<file path="src/rtl/prio_case_reg.sv">
// rtl/prio_case_reg.sv - registered priority-scan / programmable case-table decision stage
//
// Ports:
//   clk, rst_n                 rising-edge clock, synchronous active-low reset
//   mode                       0 = priority lane scan, 1 = case-table lookup (per beat)
//   in_valid, in_ready, a, b   operand beat; accepted when in_valid & in_ready
//   out_valid, out_ready       result handshake
//   out, hit, hit_idx          registered decision, match flag, winning lane/entry
//   cfg_we, cfg_idx,
//   cfg_key, cfg_val           case-table entry write port
//   miss_cnt                   saturating count of accepted beats that missed
module prio_case_reg #(
    parameter int       WIDTH        = 4,
    parameter int       NENT         = 4,
    parameter int       IDX_W        = 2,
    parameter bit       HOLD_ON_MISS = 1'b1,
    parameter bit       DEF_VAL      = 1'b0,
    parameter int       CNT_W        = 8
) (
    input  logic                 clk,
    input  logic                 rst_n,
    input  logic                 mode,
    input  logic                 in_valid,
    output logic                 in_ready,
    input  logic [WIDTH-1:0]     a,
    input  logic [WIDTH-1:0]     b,
    output logic                 out_valid,
    input  logic                 out_ready,
    output logic                 out,
    output logic                 hit,
    output logic [IDX_W-1:0]     hit_idx,
    input  logic                 cfg_we,
    input  logic [IDX_W-1:0]     cfg_idx,
    input  logic [2*WIDTH-1:0]   cfg_key,
    input  logic                 cfg_val,
    output logic [CNT_W-1:0]     miss_cnt
);

    logic [NENT-1:0]    ent_vld;
    logic [2*WIDTH-1:0] ent_key [NENT];
    logic               ent_val [NENT];

    logic               accept;
    logic               p_hit, p_out;
    logic [IDX_W-1:0]   p_idx;
    logic               c_hit, c_out;
    logic [IDX_W-1:0]   c_idx;
    logic               sel_hit, sel_out;
    logic [IDX_W-1:0]   sel_idx;

    assign in_ready = !out_valid || out_ready;
    assign accept   = in_valid && in_ready;

    // Scan from the top down so the lowest qualifying lane is the last write and wins.
    always_comb begin
        p_hit = 1'b0;
        p_out = 1'b0;
        p_idx = '0;
        for (int i = WIDTH - 1; i >= 0; i--) begin
            if (a[i] || b[i]) begin
                p_hit = 1'b1;
                p_out = a[i] && b[i];
                p_idx = IDX_W'(i);
            end
        end
    end

    // Same top-down trick: lowest matching valid entry wins. Reads the registered
    // table, so a write in the same cycle is not yet visible.
    always_comb begin
        c_hit = 1'b0;
        c_out = 1'b0;
        c_idx = '0;
        for (int e = NENT - 1; e >= 0; e--) begin
            if (ent_vld[e] && (ent_key[e] == {a, b})) begin
                c_hit = 1'b1;
                c_out = ent_val[e];
                c_idx = IDX_W'(e);
            end
        end
    end

    always_comb begin
        sel_hit = mode ? c_hit : p_hit;
        sel_idx = mode ? c_idx : p_idx;
        if (sel_hit) begin
            sel_out = mode ? c_out : p_out;
        end else begin
            sel_out = HOLD_ON_MISS ? out : DEF_VAL;
        end
    end

    always_ff @(posedge clk) begin
        if (!rst_n) begin
            out_valid <= 1'b0;
            out       <= 1'b0;
            hit       <= 1'b0;
            hit_idx   <= '0;
            miss_cnt  <= '0;
            ent_vld   <= '0;
        end else begin
            if (accept) begin
                out_valid <= 1'b1;
                out       <= sel_out;
                hit       <= sel_hit;
                hit_idx   <= sel_hit ? sel_idx : '0;
                if (!sel_hit && (miss_cnt != {CNT_W{1'b1}})) begin
                    miss_cnt <= miss_cnt + CNT_W'(1);
                end
            end else if (out_ready) begin
                out_valid <= 1'b0;
            end
            for (int e = 0; e < NENT; e++) begin
                if (cfg_we && (cfg_idx == IDX_W'(e))) begin
                    ent_vld[e] <= 1'b1;
                end
            end
        end
    end

    // Keys and values carry no reset; the valid bits alone gate them.
    always_ff @(posedge clk) begin
        for (int e = 0; e < NENT; e++) begin
            if (cfg_we && (cfg_idx == IDX_W'(e))) begin
                ent_key[e] <= cfg_key;
                ent_val[e] <= cfg_val;
            end
        end
    end

endmodule
</file>
<file path="config.mk">
export PLATFORM = sky130hd
export DESIGN_NAME = prio_case_reg
export DESIGN_NICKNAME = d
export VERILOG_FILES = /design/src/rtl/prio_case_reg.sv
export SDC_FILE = /design/constraint.sdc
export NUM_CORES = 1
export LEC_CHECK = 0
export BUFFER_PORTS_ARGS = -buffer_cell sky130_fd_sc_hd__clkbuf_2
export CAP_MARGIN = 10
export CORE_ASPECT_RATIO = 0.6
export CORE_UTILIZATION = 40
export CTS_CLUSTER_DIAMETER = 80
export DETAILED_ROUTE_END_ITERATION = 10
export GPL_TIMING_DRIVEN = 0
export SETUP_SLACK_MARGIN = 0.5
export SLEW_MARGIN = 40
export SYNTH_ARGS = -nofsm -noshare
export SYNTH_HDL_FRONTEND = slang
export SYNTH_SLANG_ARGS = --single-unit
</file>
<file path="constraint.sdc">
create_clock -name clk -period 3.4 [get_ports clk]
set_input_delay 0.85 -clock clk [delete_from_list [all_inputs] [get_ports clk]]
set_output_delay 0.85 -clock clk [all_outputs]
set_load 0.005 [all_outputs]
</file>
* Word-level counts from Yosys, hierarchy flattened *
Memory sizes are Yosys's and may differ from the RTL's.
Cells that the tools add are included.

word-level totals
  register bits = 17
  RAM bits = 36
  input port bits = 25
  output and inout port bits = 14
  logic and storage cells = 107
  memories = 2

memories
  memory   words  bits a word  rd ports  clocked after memory_dff  wr ports  line  text
  ent_key  4      8            4         0                         1         40    logic [2*WIDTH-1:0] ent_key [NENT];
  ent_val  4      1            4         0                         1         41    logic ent_val [NENT];

cells by class
  add/sub/neg operators = 1
  eq/ne operators = 8
  mux-type cells = 56
  reductions and logical operators = 31

operators by type and width
  cell                 count
  $mux 1               37
  $eq 8x8->1           4
  $mux 2               16
  $mux 8               3
  $reduce_or 8->1      3
  $logic_and 1x1->1    14
  $add 8x1->8 const B  1
  $ne 8x8->1 const B   1
  $logic_or 1x1->1     5
  $eq 2x2->1 const B   2
  $reduce_and 2->1     2
  $reduce_or 1->1      3
  $eq 2x1->1 const B   1
  $logic_not 1->1      2
  $logic_not 2->1      1
  $reduce_bool 2->1    1

* Logic depth before layout (Yosys ltp) *
  depth in word-level cells = 10
  depth in mapped cells = 9
  gate-level depth less buffers = 7

* Worst setup path after synthesis *
No wires, ideal clock.

  path kind = in2reg
  start point = in b[3]
  end point = reg out
  library setup time = 88 ps
  arrival = 2,178 ps
  data required time = 3,312 ps
  path slack = 1,134 ps
  stages = 8
  buffers on the path = 2
  path through = buf_4 xor2_1 nor3_1 a31oi_4 nand4_4 buf_6 a21oi_2 a311oi_2

on the way
  word-level cells in the longest chain between the ends = 8
  elaborated cells between the ends (all ways) = 29
  those cells by class = 4 x eq/ne; 18 x mux; 7 x reduce/logical

ends and longest elaborated chain
  what                               line  text
  from (decl)                        26    input logic [WIDTH-1:0] b,
  $eq 8x8->1                         75    if (ent_vld[e] && (ent_key[e] == {a, b})) begin
  $logic_and 1x1->1                  75
  $mux 1 (4 in series)               75
  $mux 1                             84    sel_hit = mode ? c_hit : p_hit;
  $reduce_and 2->1 (no source line)  n/a
  to (signal assigned)               104   out <= sel_out;
  to (decl)                          29    output logic out,

Several ways; a longest one is shown, not always the timed one.
A chain may end at the register's enable or synchronous reset.

* Worst setup path after layout *
  start point = in b[1]
  end point = reg out

Same word-level chain as after synthesis.

==> flow_summary.yaml <==
timing:
  fin_crit_ns: 2.42
  max_slew.worst_pin.slew_ns: 0.707
  fin_tns_setup_ns: 0
  maxSlewViolCount: 0
  maxSlewHeadroom_pct: 52.5
  rsz0062_at_grt: "no"
  fmax_mhz: 414
  fin_skew_ns: 0.00709
  finalCritPeriodShare_pct: 71.1
  hold_viol_final: 0
  setup_viol: 0
critical_path:
  regToRegStartpoint: "miss_cnt[0]$_SDFFE_PN0P_"
  crit_slowest_cell: "nor3_1"
  rr_worst_depth: 9
  arrival_ns: 2.63
  crit_fanout: 10
  cp-start-kind: "primary input"
  crit_chain: "buf_2 > xor2_1 > nor3_1 > a31oi_4 > nand4_4 > buf_6 > a21oi_2 > a311oi_2"
  crit_type: "in -> reg"
  worst_setup_path_end_kind: "register"
  rrSetupSlack_ns: 1.18
  rr_endpoint: "miss_cnt[1]$_SDFFE_PN0P_"
  worst_path_largest_cell_delay_ns: 0.59
  required_ns: 3.61
power_and_ir_drop:
  ir_drop_mv: 0.176
  p_per_area_nw_per_um2: 477
  p_total_uw: 1540
  leakage_uw: 0.00114
yosys:
  synthCells: 228
  synth_ff_type: "edfxtp_1"
  ys_seq_area_share_pct: 51.1
  async_flop_share_pct: 0
  synthAdderAreaFrac_pct: 0.450
  ys_seq_elements: 53
  syn_area_sq_um: 2780
  yosysMostFrequentCell: "edfxtp_1"
  netlist_top_cells_count: "36 x edfxtp_1, 17 x dfxtp_1, 17 x xor2_1"
  synth_largest_area_cell: "edfxtp_1"
  synth_top_area_share_pct: 38.8
  synth_nets: 254
  synthSimpleGateAreaFrac_pct: 19.6
  synth_edf_count: 36
  yosysUniqueCellTypes: 58
  synth_xor_area_share_pct: 11.2
  synth.area.mux_share_pct: 1.48
  synth_top_family_by_area: "simple AND/OR/NAND/NOR gates"
  avgSynthCellArea_sq_um: 12.2
  synth_area_leaders: "edfxtp_1 39%, dfxtp_1 12%, xor2_1 5.4%"
  synth_compound_area_share_pct: 11.8
  ys_warn_count: 0
place:
  dp_hpwl_um: 4500
  placedCellCount: 346
  routabilityCongestion: 0.775
  placement.io_buffers: 30
run_status:
  outcome: "finished, final reports clean"
floorplanning:
  pin_count: 39
  dieHeight_um: 66.6
  core_sq_um: 6710
  start_util_pct: 41.5
  die-area_sq_um: 7300
  row_count: 23
  die_w_um: 110
global_route:
  gr-usage-all-layers_pct: 18.5
  grt_pass1_vias: 1747
  grt_max_degree: 17
  overflow: 0
  antenna_found_initial: 0
  grt_pass1_wl_um: 9510
finish:
  fin_nets: 292
  area_growth_syn_to_layout_pct: 15.8
  utilization_pct: 48.1
  diodes: 0
  final_layout_size_suffix_gt1_share_pct: 27.3
  stdcell_count: 354
detailed_routing:
  routed_wl_um: 6010
  drt_iter0_drc: 101
  firstDrtPassIters: 4
  vias: 1921
  via_per_inst: 5.43
  post_drt_wl_per_cell_um: 17.0
  drc: 0
  antenna_left: 0
hold_path:
  worstHoldStart: "ent_vld[3]$_SDFFE_PN0P_"
  whs_endpoint: "ent_vld[3]$_SDFFE_PN0P_"
  hold_path.class: "reg -> reg"
  min_path_cells: 1
cts:
  postCtsHoldBufs: 0
  cts_tree: "built"
  htree_levels: 2
  cts_setup_buffers: 0
  cts_buffers: 5
  insertion_delay_ns: 0.30
  root_buffer: "clkbuf_16"
  cts_resized: 0
  worst_setup_hold_path_clk_slew_ns: 0.07
  cts.sinks: 53
  clockBufferDepth: 2
job:
  maxCapViolCount: 0
==> final cells by class <==
class / instances / area [sq um]
Clock inverter: 2 / 38.8
Fill cell: 607 / 3480
Inverter: 3 / 11.3
Tap cell: 87 / 109
Multi-Input combinational cell: 158 / 1250
Timing Repair Buffer: 31 / 155
Buffer: 14 / 111
Clock buffer: 6 / 129
Sequential cell: 53 / 1420
==> metrics by stage <==
stage          hold WS (ns)  setup WS (ns)  cell area (sq um)
2_1_floorplan         0.432           1.13               2780
3_3_place_gp          0.441          0.663               3040
3_5_place_dp          0.451          0.658               3050
4_1_cts               0.468          0.964               3220
5_1_grt               0.494          0.823               3220
6_report              0.462          0.982               3220
==> cells by family after synthesis <==
group / count (synthesis)
and+or+nand+nor: 83
DFF: 53
AOI/OAI and AO/OA: 38
xor gates and xnor gates: 32
buffers and inverters: 17
muxes: 4
adders and majority gates: 1
==> critical path: cells and delay by family <==
kind	cells	cell delay, ns
XOR/XNOR	1	0.18
buffers and inverters	2	0.31
AND/OR/NAND/NOR	2	0.74
AO/OA/AOI/OAI	3	0.54
==> sequential cells by signal, summed over array words and instances (netlist names) <==
register	count
ent_key	32
ent_val	4
ent_vld	4
hit	1
out	1
hit_idx	2
out_valid	1
miss_cnt	8
==> per-layer routing <==
metal | global-route usage [%] | wire [um]
met3 | 7.05 | 566
met2 | 23.7 | 2370
met1 | 27.9 | 3010
met5 | 0 | 0
met4 | 5.17 | 66
==> cell usage in the layout, fill, tap and decap left out, drive strengths merged, types with 5 or more instances in the layout <==
| master | count |
|---|---|
| clkbuf | 39 |
| edfxtp | 36 |
| xor2 | 21 |
| dfxtp | 17 |
| nand2 | 13 |
| nand3 | 12 |
| buf | 12 |
| xnor2 | 11 |
| nor2 | 10 |
| nand4 | 9 |
| nor3 | 7 |
| and3 | 6 |
| and2 | 6 |
| a21oi | 6 |
| nand2b | 5 |
| o21ai | 5 |
| or3 | 5 |
==> worst max path at each step <==
| stage | start | end | slack, ns | cells past startpoint |
|---|---|---|---|---|
| 2_1_floorplan | b[3] | out$_SDFFE_PN0P_ | 1.13 | 8 |
| 3_3_place_gp | b[1] | out$_SDFFE_PN0P_ | 0.66 | 8 |
| 3_5_place_dp | b[1] | out$_SDFFE_PN0P_ | 0.66 | 8 |
| 4_1_cts | b[1] | out$_SDFFE_PN0P_ | 0.96 | 8 |
| 5_1_grt | b[1] | out$_SDFFE_PN0P_ | 0.82 | 8 |
| 6_report | b[1] | out$_SDFFE_PN0P_ | 0.98 | 8 |
==> where the power goes <==
part           total, uW  internal, uW  switching, uW
Clock                588           349            239
Sequential           762           727           34.3
Combinational        188          80.7            108
Total               1540          1160            381
No activity file was read; power rests on OpenSTA's default activity.
